`src/rtl/mi_arbiter.sv`:
```
// mi_arbiter: two-port whole-transaction arbiter for the PSRAM mi_* interface
module mi_arbiter #(
   parameter bit RR = 1'b0
) (
   input  logic        clk,
   input  logic        rst,
   input  logic [22:0] s0_addr,
   input  logic [6:0]  s0_len,
   input  logic        s0_rw,
   input  logic        s0_valid,
   output logic        s0_ready,
   input  logic [15:0] s0_wdata,
   output logic        s0_wack,
   output logic        s0_wlast,
   output logic [15:0] s0_rdata,
   output logic        s0_rstb,
   output logic        s0_rlast,
   input  logic [22:0] s1_addr,
   input  logic [6:0]  s1_len,
   input  logic        s1_rw,
   input  logic        s1_valid,
   output logic        s1_ready,
   input  logic [15:0] s1_wdata,
   output logic        s1_wack,
   output logic        s1_wlast,
   output logic [15:0] s1_rdata,
   output logic        s1_rstb,
   output logic        s1_rlast,
   output logic [22:0] m_addr,
   output logic [6:0]  m_len,
   output logic        m_rw,
   output logic        m_valid,
   input  logic        m_ready,
   output logic [15:0] m_wdata,
   input  logic        m_wack,
   input  logic        m_wlast,
   input  logic [15:0] m_rdata,
   input  logic        m_rstb,
   input  logic        m_rlast
);
   typedef enum logic [1:0] {IDLE, REQ, DATA} state_t;
   state_t state, state_d;
   logic gnt, gnt_d, last_gnt, last_gnt_d, cur_rw, cur_rw_d;
   logic sel_valid, sel_rw, pick, req, rd_en, wr_en;
   assign sel_valid = gnt ? s1_valid : s0_valid;
   assign sel_rw    = gnt ? s1_rw : s0_rw;
   assign pick      = RR ? ((s0_valid & s1_valid) ? ~last_gnt : s1_valid) : ~s0_valid;
   // state, grant and transaction-direction registers
   always_ff @(posedge clk or posedge rst)
      if (rst) begin
         state    <= IDLE;
         gnt      <= 1'b0;
         last_gnt <= 1'b1;
         cur_rw   <= 1'b1;
      end else begin
         state    <= state_d;
         gnt      <= gnt_d;
         last_gnt <= last_gnt_d;
         cur_rw   <= cur_rw_d;
      end
   // next state: grant in IDLE, forward in REQ, wait for the last word in DATA
   always_comb begin
      state_d    = state;
      gnt_d      = gnt;
      last_gnt_d = last_gnt;
      cur_rw_d   = cur_rw;
      if (state == IDLE) begin
         if (s0_valid | s1_valid) begin
            state_d = REQ;
            gnt_d   = pick;
         end
      end else if (state == REQ) begin
         if (!sel_valid) state_d = IDLE;
         else if (m_ready) begin
            state_d    = DATA;
            cur_rw_d   = sel_rw;
            last_gnt_d = gnt;
         end
      end else if (cur_rw ? (m_rstb & m_rlast) : (m_wack & m_wlast)) state_d = IDLE;
   end
   assign req   = state == REQ;
   assign rd_en = (state == DATA) & cur_rw;
   assign wr_en = (state == DATA) & ~cur_rw;
   assign m_addr   = gnt ? s1_addr : s0_addr;
   assign m_len    = gnt ? s1_len : s0_len;
   assign m_rw     = sel_rw;
   assign m_valid  = req & sel_valid;
   assign m_wdata  = gnt ? s1_wdata : s0_wdata;
   assign s0_ready = req & ~gnt & m_ready;
   assign s1_ready = req & gnt & m_ready;
   assign s0_rdata = m_rdata;
   assign s1_rdata = m_rdata;
   assign s0_rstb  = rd_en & ~gnt & m_rstb;
   assign s1_rstb  = rd_en & gnt & m_rstb;
   assign s0_rlast = rd_en & ~gnt & m_rlast;
   assign s1_rlast = rd_en & gnt & m_rlast;
   assign s0_wack  = wr_en & ~gnt & m_wack;
   assign s1_wack  = wr_en & gnt & m_wack;
   assign s0_wlast = wr_en & ~gnt & m_wlast;
   assign s1_wlast = wr_en & gnt & m_wlast;
endmodule
```
`config.mk`:
```
export PLATFORM = sky130hd
export DESIGN_NAME = mi_arbiter
export DESIGN_NICKNAME = d
export VERILOG_FILES = /design/src/rtl/mi_arbiter.sv
export SDC_FILE = /design/constraint.sdc
export NUM_CORES = 1
export LEC_CHECK = 0
export BUFFER_PORTS_ARGS = -buffer_cell sky130_fd_sc_hd__buf_4
export CAP_MARGIN = 20
export CELL_PAD_IN_SITES_DETAIL_PLACEMENT = 0
export CELL_PAD_IN_SITES_GLOBAL_PLACEMENT = 2
export CORE_MARGIN = 1.5
export CORE_UTILIZATION = 10
export DETAILED_ROUTE_END_ITERATION = 7
export PLACE_DENSITY_LB_ADDON = 0.1
export SYNTH_ARGS = -nofsm -noshare
export SYNTH_HDL_FRONTEND = slang
export SYNTH_SLANG_ARGS = --single-unit
```
`constraint.sdc`:
```
create_clock -name clk -period 1.55 [get_ports clk]
set_input_delay 0.155 -clock clk [delete_from_list [all_inputs] [get_ports clk]]
set_output_delay 0.155 -clock clk [all_outputs]
set_load 0.02 [all_outputs]
```
# After elaboration in Yosys (flattened, before gate mapping)
# Index checks and enable logic that the tools add are counted.
# classes
mux,12
n_reduce_logical,5
eq_ne,4
n_bitwise,26
# op_table
cell,count
$mux 23,1
$and 1x1->1,21
$mux 16,1
$mux 2,6
$mux 7,1
$ne 4x3->1 const B,1
$not 1->1,4
$reduce_and 4->1,1
$mux 1,3
$reduce_and 3->1,1
$reduce_bool 3->1,1
$eq 2x1->1 const B,1
$eq 2x2->1 const B,1
$logic_not 2->1,1
$ne 2x1->1 const B,1
$reduce_and 2->1,1
$or 1x1->1,1
# totals
input_bits,119
reg_bits,4
out_inout_bits,90
word_cells,50

# Logic depth before layout (Yosys ltp)
# Gate-level depths: netlist (run 1).
# depth
word_depth,5
depth_mapped,4
mapped_depth_nobuf,3

# Worst setup path before layout (run 1)
# No wires, ideal clock.
# synth_path
path_type,register -> output
from,register gnt
to,output m_valid
required_time_ns,1.395
n_path_buf,1
arrival_ns,1.135
stages_incl_launch_ff,4
path_slack_ns,0.260
cell_sequence,dfrtp_1 -> buf_6 -> mux2i_4 -> nor3_1
# synth_between
elab_chain_len,2
# synth_rtl
item,line,rtl
from (decl),43,"logic gnt, gnt_d, last_gnt, last_gnt_d, cur_rw, cur_rw_d;"
from (signal assigned),57,gnt <= gnt_d;
$mux 1,45,assign sel_valid = gnt ? s1_valid : s0_valid;
$and 1x1->1,87,assign m_valid = req & sel_valid;
to (decl),32,"output logic m_valid,"
# Every way passes these cells.

# Final worst setup path (run 1)
# layout_path
from,register gnt
to,output m_addr[4]
# layout_between
elab_chain_len,1
# layout_rtl
item,line,rtl
$mux 23,84,assign m_addr = gnt ? s1_addr : s0_addr;
to (decl),29,"output logic [22:0] m_addr,"
# Every way passes these cells.

==> impl_metrics.csv, run 1 <==
group,metric,value,unit
sta,rsz0062_at_grt,"true",
cts,clkTransAtPathRegs,0.04,ns
detailed_routing,viasPerCell,3.66,
final_layout,layout_commonest_cell,"buf_4",
yosys,postSynthCellCount,121,
critical_path,cp.required,1.39,ns
floorplan,rows,38,
cts,clockBufferDepth,2,
critical_path,arrival,1.41,ns
pwr,power_density,1500,nW/µm²
cts,clock-sinks,4,
final_layout,diodes,0,
global_route,grt_overflow_total,0,
yosys,synth_nets,240,
floorplan,die_width,108,µm
sta,fin_skew,0.00275,ns
global_route,grt_pass1_vias,1327,
sta,final_max_slew_viol_count,0,
final_layout,syn_to_final_growth,153,%
critical_path,worstSetupStartpointType,"register",
sta,period_share,101,%
global_route,grtUsageTotal,9.41,%
detailed_routing,avgRoutedWirePerCell,16.3,µm
critical_path,reg2reg_from,"state[1]$_DFFE_PP0P_",
hold_path,hold_start,"s0_valid",
detailed_routing,drc_errors,0,
sta,fmax,639,MHz
sta,period_needed,1.57,ns
global_route,grt_max_degree,21,
cts,clockRootBuffer,"clkbuf_8",
sta,timing.slew.headroom,84.5,%
floorplan,pin_count,209,
cts,clk_latency,0.22,ns
flow_run,max_cap_viol_count,0,
floorplan,dieArea,11600,µm²
global_route,antenna_found_initial,0,
pwr,peakVddDrop,638,µV
pwr,p_leak,1.38,nW
hold_path,worstHoldPathType,"in -> reg",
place,gp_congestion,0.654,
sta,tightest_slew,0.231,ns
yosys,post_synth.cell_area_avg,9.07,µm²
sta,setup-tns-final,-0.123,ns
place,hpwl,5.17,mm
critical_path,cp-end-kind,"output pin",
cts,cts_tree,"built",
floorplan,die_h,108,µm
critical_path,worst-setup-path-type,"reg -> out",
floorplan,start_util,10.2,%
global_route,grt_pass1_wl,8.04,mm
yosys,syn_area,1100,µm²
status,status,"complete, but fails checks",
status,violations,"negative setup slack",
sta,whs,0.150,ns
final_layout,layout_common_cells,"117 x buf_4, 51 x buf_6, 32 x mux2_2",
final_layout,finalNetCount,384,
sta,hold_violations,0,
detailed_routing,dr.pass1.iters,4,
place,port-buffer-count,160,
yosys,ys_ff_latch,4,
cts,htree_levels,1,
detailed_routing,drt_iter0_markers,35,
yosys,ys_warn_count,0,
cts,cts_buffers,3,
yosys,yosysSeqAreaShare,9.24,%
detailed_routing,via_count,1480,
critical_path,cp-startpoint,"gnt$_DFFE_PP0P_",
sta,setup_viol,10,
yosys,synthDistinctLibCells,22,
floorplan,coreArea,10700,µm²
detailed_routing,drt_wl_total,6.59,mm
final_layout,drive_gt1_share,89.4,%
sta,setup_ws,-0.0159,ns
detailed_routing,ant_nets,0,
critical_path,cp_max_fo,8,
==> synthesized netlist by cell type (all sizes together) <==
library cell  number  share of area (%)
nor3               1               0.46
mux2i              1                2.1
mux2              48                 50
o22a               1               0.80
nor2               9                3.1
a21oi              2               0.91
dfstp              1                2.4
o21ai              1               0.46
nand3b             1               0.68
o22ai              1               0.57
inv                3                1.0
dfrtp              3                6.8
nor3b              1               0.68
nand3              1               0.46
nand2              3                1.0
buf               38                 25
and3               4                2.3
and3b              1               0.80
o211ai             1               0.68
==> final cells by class <==
cell class                      instances  area, µm²
Timing Repair Buffer                  177       1650
Sequential cell                         4        104
Fill cell                            1212       7970
Tap cell                              140        175
Inverter                                3       11.3
Clock buffer                            4       45.0
Multi-Input combinational cell         76        787
==> metal layers <==
layer	GRT usage, %	routed length, µm
met1	8.72	2060
met5	0	0
met3	2.97	600
met4	2.63	90
met2	19.3	3840
==> metrics by stage <==
stage | util, % | cell area (µm²) | total power [W] | instances | worst slack [ns]
final | 25.8 | 2770 | 0.00417 | 404 | -0.0159
after global routing | 25.8 | 2770 | 0.00440 | 404 | -0.0513
after CTS | 22.3 | 2390 | 0.00341 | 394 | -0.0702
after detailed placement | 20.8 | 2240 | 0.00287 | 385 | 0.155
after global placement | 20.8 | 2240 | 0.00291 | 385 | 0.168
after floorplan | - | 1100 | 0.00190 | 121 | 0.260
==> sequential cells by signal (all words and copies together) (netlist names) <==
register,flops
cur_rw,1
state,2
gnt,1
==> worst max-delay path: stages (launching register included) <==
cell,delay (ns)
dfrtp_2,0.41
buf_6,0.14
clkbuf_16,0.16
mux2_2,0.34
buf_6,0.13
==> power breakdown <==
group / internal (W) / switching (W)
Combinational: 0.00214 / 0.00153
Sequential: 0.000172 / 0.0000860
Clock: 0.000177 / 0.0000646
Total: 0.00249 / 0.00168
==> path summary, 6_finish.rpt <==
path	end	cells past startpoint	slack, ns
setup reg to reg	cur_rw$_DFFE_PP1P_	4	0.18
hold / removal	gnt$_DFFE_PP0P_	2	0.15
min in group asynchronous	gnt$_DFFE_PP0P_	3	0.40
setup / recovery	m_addr[4]	4	-0.02
max in group asynchronous	cur_rw$_DFFE_PP1P_	3	0.91
hold reg to reg	state[0]$_DFFE_PP0P_	1	0.54
==> kinds of logic after synthesis <==
family	Yosys count	synth area share, %
muxes	49	51.7
buffers and inverters	41	26.2
and+or+nand+nor	21	9.46
AOI/OAI and AO/OA	6	3.42
DFF	4	9.24
==> timing repair <==
action,CTS,global route
gates cloned,1,4
setup buffers,3,6
hold buffers,1,0
setup endpoints to repair,50,55
pin swaps,0,0
endpoints found under the hold margin,3,0
resized for setup,9,65
Power figures use the tool's default switching activity.
==> run 2: changes to the inputs <==
- SETUP_SLACK_MARGIN: not set -> 0.15
==> run 2 against run 1 <==
Effect of this change:
- the flow still finishes with violations (negative setup slack)
- register-to-register slack got worse by 0.11 ns
- critical path depth unchanged
- flip-flop and latch count stayed put
- cell count is 0.50% higher
- fmax is 0.46% lower
- clock skew shrank 0.00092 ns
- cell area is 5.4% higher
- global-route usage rose by 0.43 points
- worst setup slack got worse by 0.0072 ns
- sequential share of layout area shrank 0.15 points
- non-clock buffer count rose by 2
- count of clock-buffer cells in the layout stayed put
- largest cell class unchanged
- largest power group unchanged
==> impl_metrics.csv, run 2 (same netlist as run 1, synthesis figures left out) <==
group,metric,value,unit
hold_path,worstHoldPathType,"in -> reg",
detailed_routing,ant_nets,0,
status,status,"complete, but fails checks",
place,gp_congestion,0.654,
detailed_routing,viasPerCell,3.65,
place,port-buffer-count,160,
sta,period_needed,1.57,ns
critical_path,worst-setup-path-type,"reg -> out",
sta,rsz0062_at_grt,"true",
sta,period_share,101,%
final_layout,layout_common_cells,"113 x buf_4, 56 x buf_6, 33 x mux2_4",
final_layout,reg_top3,"state x2, cur_rw x1, gnt x1",
critical_path,crit_chain,"buf_6 -> clkbuf_16 -> mux2_4 -> buf_6",
detailed_routing,drt_wl_total,6.76,mm
cts,clk_latency,0.22,ns
pwr,peakVddDrop,557,µV
cts,cts_buffers,3,
status,violations,"negative setup slack",
final_layout,finalNetCount,386,
global_route,antenna_found_initial,0,
global_route,grt.busiest_layer,"met2",
global_route,grt_pass1_vias,1425,
detailed_routing,dr.pass1.iters,5,
global_route,grt_max_degree,21,
cts,clock-sinks,4,
final_layout,fin_cells,406,
final_layout,drive_gt1_share,92.1,%
final_layout,top_register,"state",
flow_run,max_cap_viol_count,0,
detailed_routing,drc_errors,0,
cts,clkTransAtPathRegs,0.04,ns
floorplan,pin_count,209,
sta,fmax,636,MHz
sta,final_max_slew_viol_count,0,
cts,cts_tree,"built",
cts,clockBufferDepth,2,
critical_path,critPathMaxStageDelay,0.45,ns
pwr,p_total,0.00447,W
pwr,power_density,1530,nW/µm²
floorplan,dieArea,11600,µm²
cts,htree_levels,1,
sta,whs,0.149,ns
final_layout,largest_register_ffs,2,
global_route,grtUsageTotal,9.84,%
global_route,met1_usage,8.94,%
floorplan,coreArea,10700,µm²
critical_path,cpMaxStageDelayCell,"dfrtp_2",
floorplan,start_util,10.2,%
sta,setup_viol,34,
critical_path,arrival,1.42,ns
sta,setup_ws,-0.0230,ns
detailed_routing,drt_iter0_markers,43,
critical_path,crit_buf_inv,3,
global_route,grt_overflow_total,0,
global_route,grt_pass1_wl,8.47,mm
critical_path,cp.required,1.39,ns
sta,hold_violations,0,
critical_path,cp_max_fo,6,
final_layout,layout_commonest_cell,"buf_4",
sta,tightest_slew,0.296,ns
critical_path,r2r_setup_slack,0.07,ns
final_layout,syn_to_final_growth,166,%
critical_path,path_delay_family,"flip-flops",
final_layout,diodes,0,
floorplan,die_width,108,µm
global_route,grt.met3_usage,2.85,%
floorplan,die_h,108,µm
pwr,p_leak,1.46,nW
place,dp.cells,385,
floorplan,rows,38,
cts,clockRootBuffer,"clkbuf_8",
critical_path,worstSetupStartpointType,"register",
global_route,use_met2,20.7,%
detailed_routing,via_count,1481,
place,hpwl,5.17,mm
detailed_routing,avgRoutedWirePerCell,16.6,µm
critical_path,cp-end-kind,"output pin",
critical_path,crit_path_frequent_cell,"buf_6",
sta,setup-tns-final,-0.364,ns
sta,timing.slew.headroom,80.2,%
sta,fin_skew,0.00184,ns
## run 2: cell types whose count changed in the layout (fill, tap and decap cells not counted), sizes merged
cell      delta
buf          +3
inv          -1
clkinvlp     +1
clkbuf       -1
## run 2: per-stage QoR
stage / worst slack, ns / utilization [%] / instance area (µm²)
after floorplan: 0.260 / - / 1100
after global placement: 0.168 / 20.8 / 2240
after detailed placement: 0.155 / 20.8 / 2240
after CTS: -0.0590 / 24.0 / 2580
after global routing: -0.0592 / 27.2 / 2920
final: -0.0230 / 27.2 / 2920
## run 2: where the power goes
| group | leakage, nW | internal (W) | switching [W] |
|---|---|---|---|
| logic | 1.39 | 0.00233 | 0.00164 |
| clock network | 0.0228 | 0.000176 | 0.0000628 |
| registers | 0.0437 | 0.000175 | 0.0000898 |
## run 2: cell type report
class / instances / area, µm²
clock buffers: 4 / 45.0
repair buffers: 179 / 1700
inverters: 3 / 15.0
flip-flops and latches: 4 / 105
well taps: 140 / 175
fillers: 1210 / 7820
multi-input cells: 76 / 883
## run 2: final timing paths
path | from | to | cells after the start
max | gnt$_DFFE_PP0P_ | m_addr[20] | 4
min | s0_valid | gnt$_DFFE_PP0P_ | 2
max reg2reg | gnt$_DFFE_PP0P_ | cur_rw$_DFFE_PP1P_ | 5
min reg2reg | state[1]$_DFFE_PP0P_ | state[0]$_DFFE_PP0P_ | 2
max in group asynchronous | rst | cur_rw$_DFFE_PP1P_ | 3
min in group asynchronous | rst | gnt$_DFFE_PP0P_ | 3
## run 2: metal layers
metal	routed length [µm]	vias up
met3	632	13
met5	0	-
met4	91	0
met2	3930	85
met1	2100	701
li1	-	682
## run 2: repair_timing
item	CTS	global route
hold buffers	1	0
buffers inserted	8	3
hold endpoints to repair	3	0
cloned	2	3
setup endpoints to repair	58	58
pin swaps	5	2
resized for setup	41	66
==> run 3: changes to the inputs <==
- CELL_PAD_IN_SITES_DETAIL_PLACEMENT: 0 -> 1
- CELL_PAD_IN_SITES_GLOBAL_PLACEMENT: 2 -> 1
- CORE_UTILIZATION: 10 -> 15
==> run 3 against run 2 <==
Effect of this change:
- the flow now finishes without violations
- hold slack got worse by 0.020 ns
- die area decreased by 32%
- flip-flop and latch count unchanged
- clock skew increased by 0.0042 ns
- critical path depth decreased by 1
- core utilization increased by 7.2 points
- global-route usage increased by 3.6 points
- via count decreased by 3.2%
- critical path type unchanged
- total power decreased by 26%
- first-iteration DRC count decreased by 60%
- critical endpoint is now m_wdata[12]
- register-to-register slack improved by 0.16 ns
- sequential share of layout area increased by 0.80 points
==> impl_metrics.csv, run 3 (same netlist as run 1, synthesis figures left out) <==
group,metric,value,unit
hold_path,worstHoldPathType,"in -> reg",
critical_path,crit_chain,"buf_12 -> mux2_2 -> buf_4",
detailed_routing,drt_iter0_markers,17,
sta,rsz0062_at_grt,"true",
global_route,antenna_found_initial,0,
final_layout,finalNetCount,376,
detailed_routing,ant_nets,0,
sta,hold_violations,0,
critical_path,cp_max_fo,33,
global_route,grtUsageTotal,13.4,%
floorplan,pin_count,209,
pwr,p_leak,1.19,nW
critical_path,path_delay_family,"flip-flops",
place,gp_congestion,0.808,
sta,final_max_slew_viol_count,0,
sta,period_needed,1.55,ns
detailed_routing,viasPerCell,4.07,
detailed_routing,drt_wl_total,5.72,mm
cts,clock-sinks,4,
critical_path,critPathMaxStageDelay,0.41,ns
status,status,"complete, no violations",
critical_path,r2r_cells,4,
detailed_routing,avgRoutedWirePerCell,16.3,µm
critical_path,worst-setup-path-type,"reg -> out",
global_route,grt_overflow_total,0,
critical_path,cp-end-kind,"output pin",
final_layout,seqCellArea,105,µm²
floorplan,rows,30,
sta,fmax,645,MHz
pwr,peakVddDrop,532,µV
critical_path,worstSetupStartpointType,"register",
critical_path,cp-startpoint,"gnt$_DFFE_PP0P_",
cts,clockRootBuffer,"clkbuf_8",
global_route,grt_pass1_wl,7.73,mm
cts,clockBufferDepth,2,
final_layout,fin_util,34.4,%
cts,cts_buffers,3,
cts,clkTransAtPathRegs,0.04,ns
floorplan,die_width,88.5,µm
floorplan,die_h,88.5,µm
final_layout,layout_commonest_cell,"buf_4",
critical_path,cp-endpoint,"m_wdata[12]",
sta,setup_viol,0,
floorplan,coreArea,6940,µm²
critical_path,reg2reg_from,"gnt$_DFFE_PP0P_",
cts,cts_tree,"built",
sta,fin_skew,0.00602,ns
final_layout,top_register,"state",
final_layout,syn_to_final_growth,118,%
final_layout,drive_gt1_share,91.8,%
pwr,power_density,1390,nW/µm²
final_layout,largest_register_ffs,2,
global_route,grt_max_degree,34,
detailed_routing,drc_errors,0,
critical_path,cp_num_cells,3,
critical_path,arrival,1.39,ns
detailed_routing,via_count,1433,
sta,tightest_slew,0.218,ns
pwr,p_total,0.00333,W
critical_path,cp.required,1.39,ns
final_layout,layout_common_cells,"155 x buf_4, 45 x mux2_2, 10 x buf_6",
sta,setup-tns-final,0,ns
critical_path,r2r_setup_slack,0.23,ns
detailed_routing,dr.pass1.iters,2,
final_layout,multiInputGateArea,761,µm²
global_route,grt_pass1_vias,1433,
cts,htree_levels,1,
final_layout,reg_top3,"state x2, cur_rw x1, gnt x1",
final_layout,diodes,0,
critical_path,crit_buf_inv,2,
sta,timing.slew.headroom,85.4,%
place,port-buffer-count,160,
sta,period_share,100,%
sta,setup_ws,0.000592,ns
hold_path,hold_path_depth,2,
floorplan,start_util,15.8,%
floorplan,dieArea,7840,µm²
critical_path,cpMaxStageDelayCell,"dfrtp_2",
cts,clk_latency,0.23,ns
final_layout,fill_cells,828,
place,pre_cts_ws,0.175,ns
critical_path,regToRegEndpoint,"cur_rw$_DFFE_PP1P_",
place,hpwl,4.90,mm
flow_run,max_cap_viol_count,0,
[run 3: final cells by class]
type	count	area share, %
Clock buffer	4	1.89
Inverter	3	0.681
Multi-Input combinational cell	76	31.8
Sequential cell	4	4.40
Tap cell	96	5.03
Timing Repair Buffer	169	56.2
[run 3: per-layer routing]
layer,track usage (%),share of wire (%),vias to the layer above
li1,-,-,663
met1,14.3,36,666
met2,26.4,53,100
met3,3.45,10,4
met4,2.98,0.63,0
met5,0,0,-
[run 3: through the flow]
step / hold slack (ns) / instances / instance area (µm²)
6_report: 0.128 / 352 / 2390
5_1_grt: 0.127 / 352 / 2390
4_1_cts: 0.129 / 350 / 2330
3_5_place_dp: 0.0587 / 342 / 2180
3_3_place_gp: 0.0563 / 342 / 2180
2_1_floorplan: -0.0796 / 121 / 1100
[run 3: worst register-to-register path, cell delays in order, from the launching register on]
cell	delay [ns]
dfrtp_2	0.43
buf_4	0.16
mux2i_4	0.19
nor2_1	0.14
mux2_4	0.31
[run 3: report_power, final]
group          leakage (nW)  switching (W)  internal, W
combinational          1.13        0.00131      0.00151
clock                0.0228      0.0000717     0.000177
sequential           0.0437      0.0000863     0.000175
total                  1.19        0.00146      0.00186
[run 3: worst min-delay path by stage]
stage / to / startpoint
after floorplan: gnt$_DFFE_PP0P_ / rst
after global placement: state[0]$_DFFE_PP0P_ / rst
after detailed placement: state[1]$_DFFE_PP0P_ / rst
after CTS: gnt$_DFFE_PP0P_ / s0_valid
after global routing: gnt$_DFFE_PP0P_ / s0_valid
final: gnt$_DFFE_PP0P_ / s0_valid
[run 3: what timing repair did]
action,in CTS,in global routing
hold endpoints to repair,3,0
pin swaps,5,3
endpoints found under the setup margin,55,58
gates resized for setup,18,13
gates cloned,0,0
hold buffers,1,0
buffers inserted,3,2
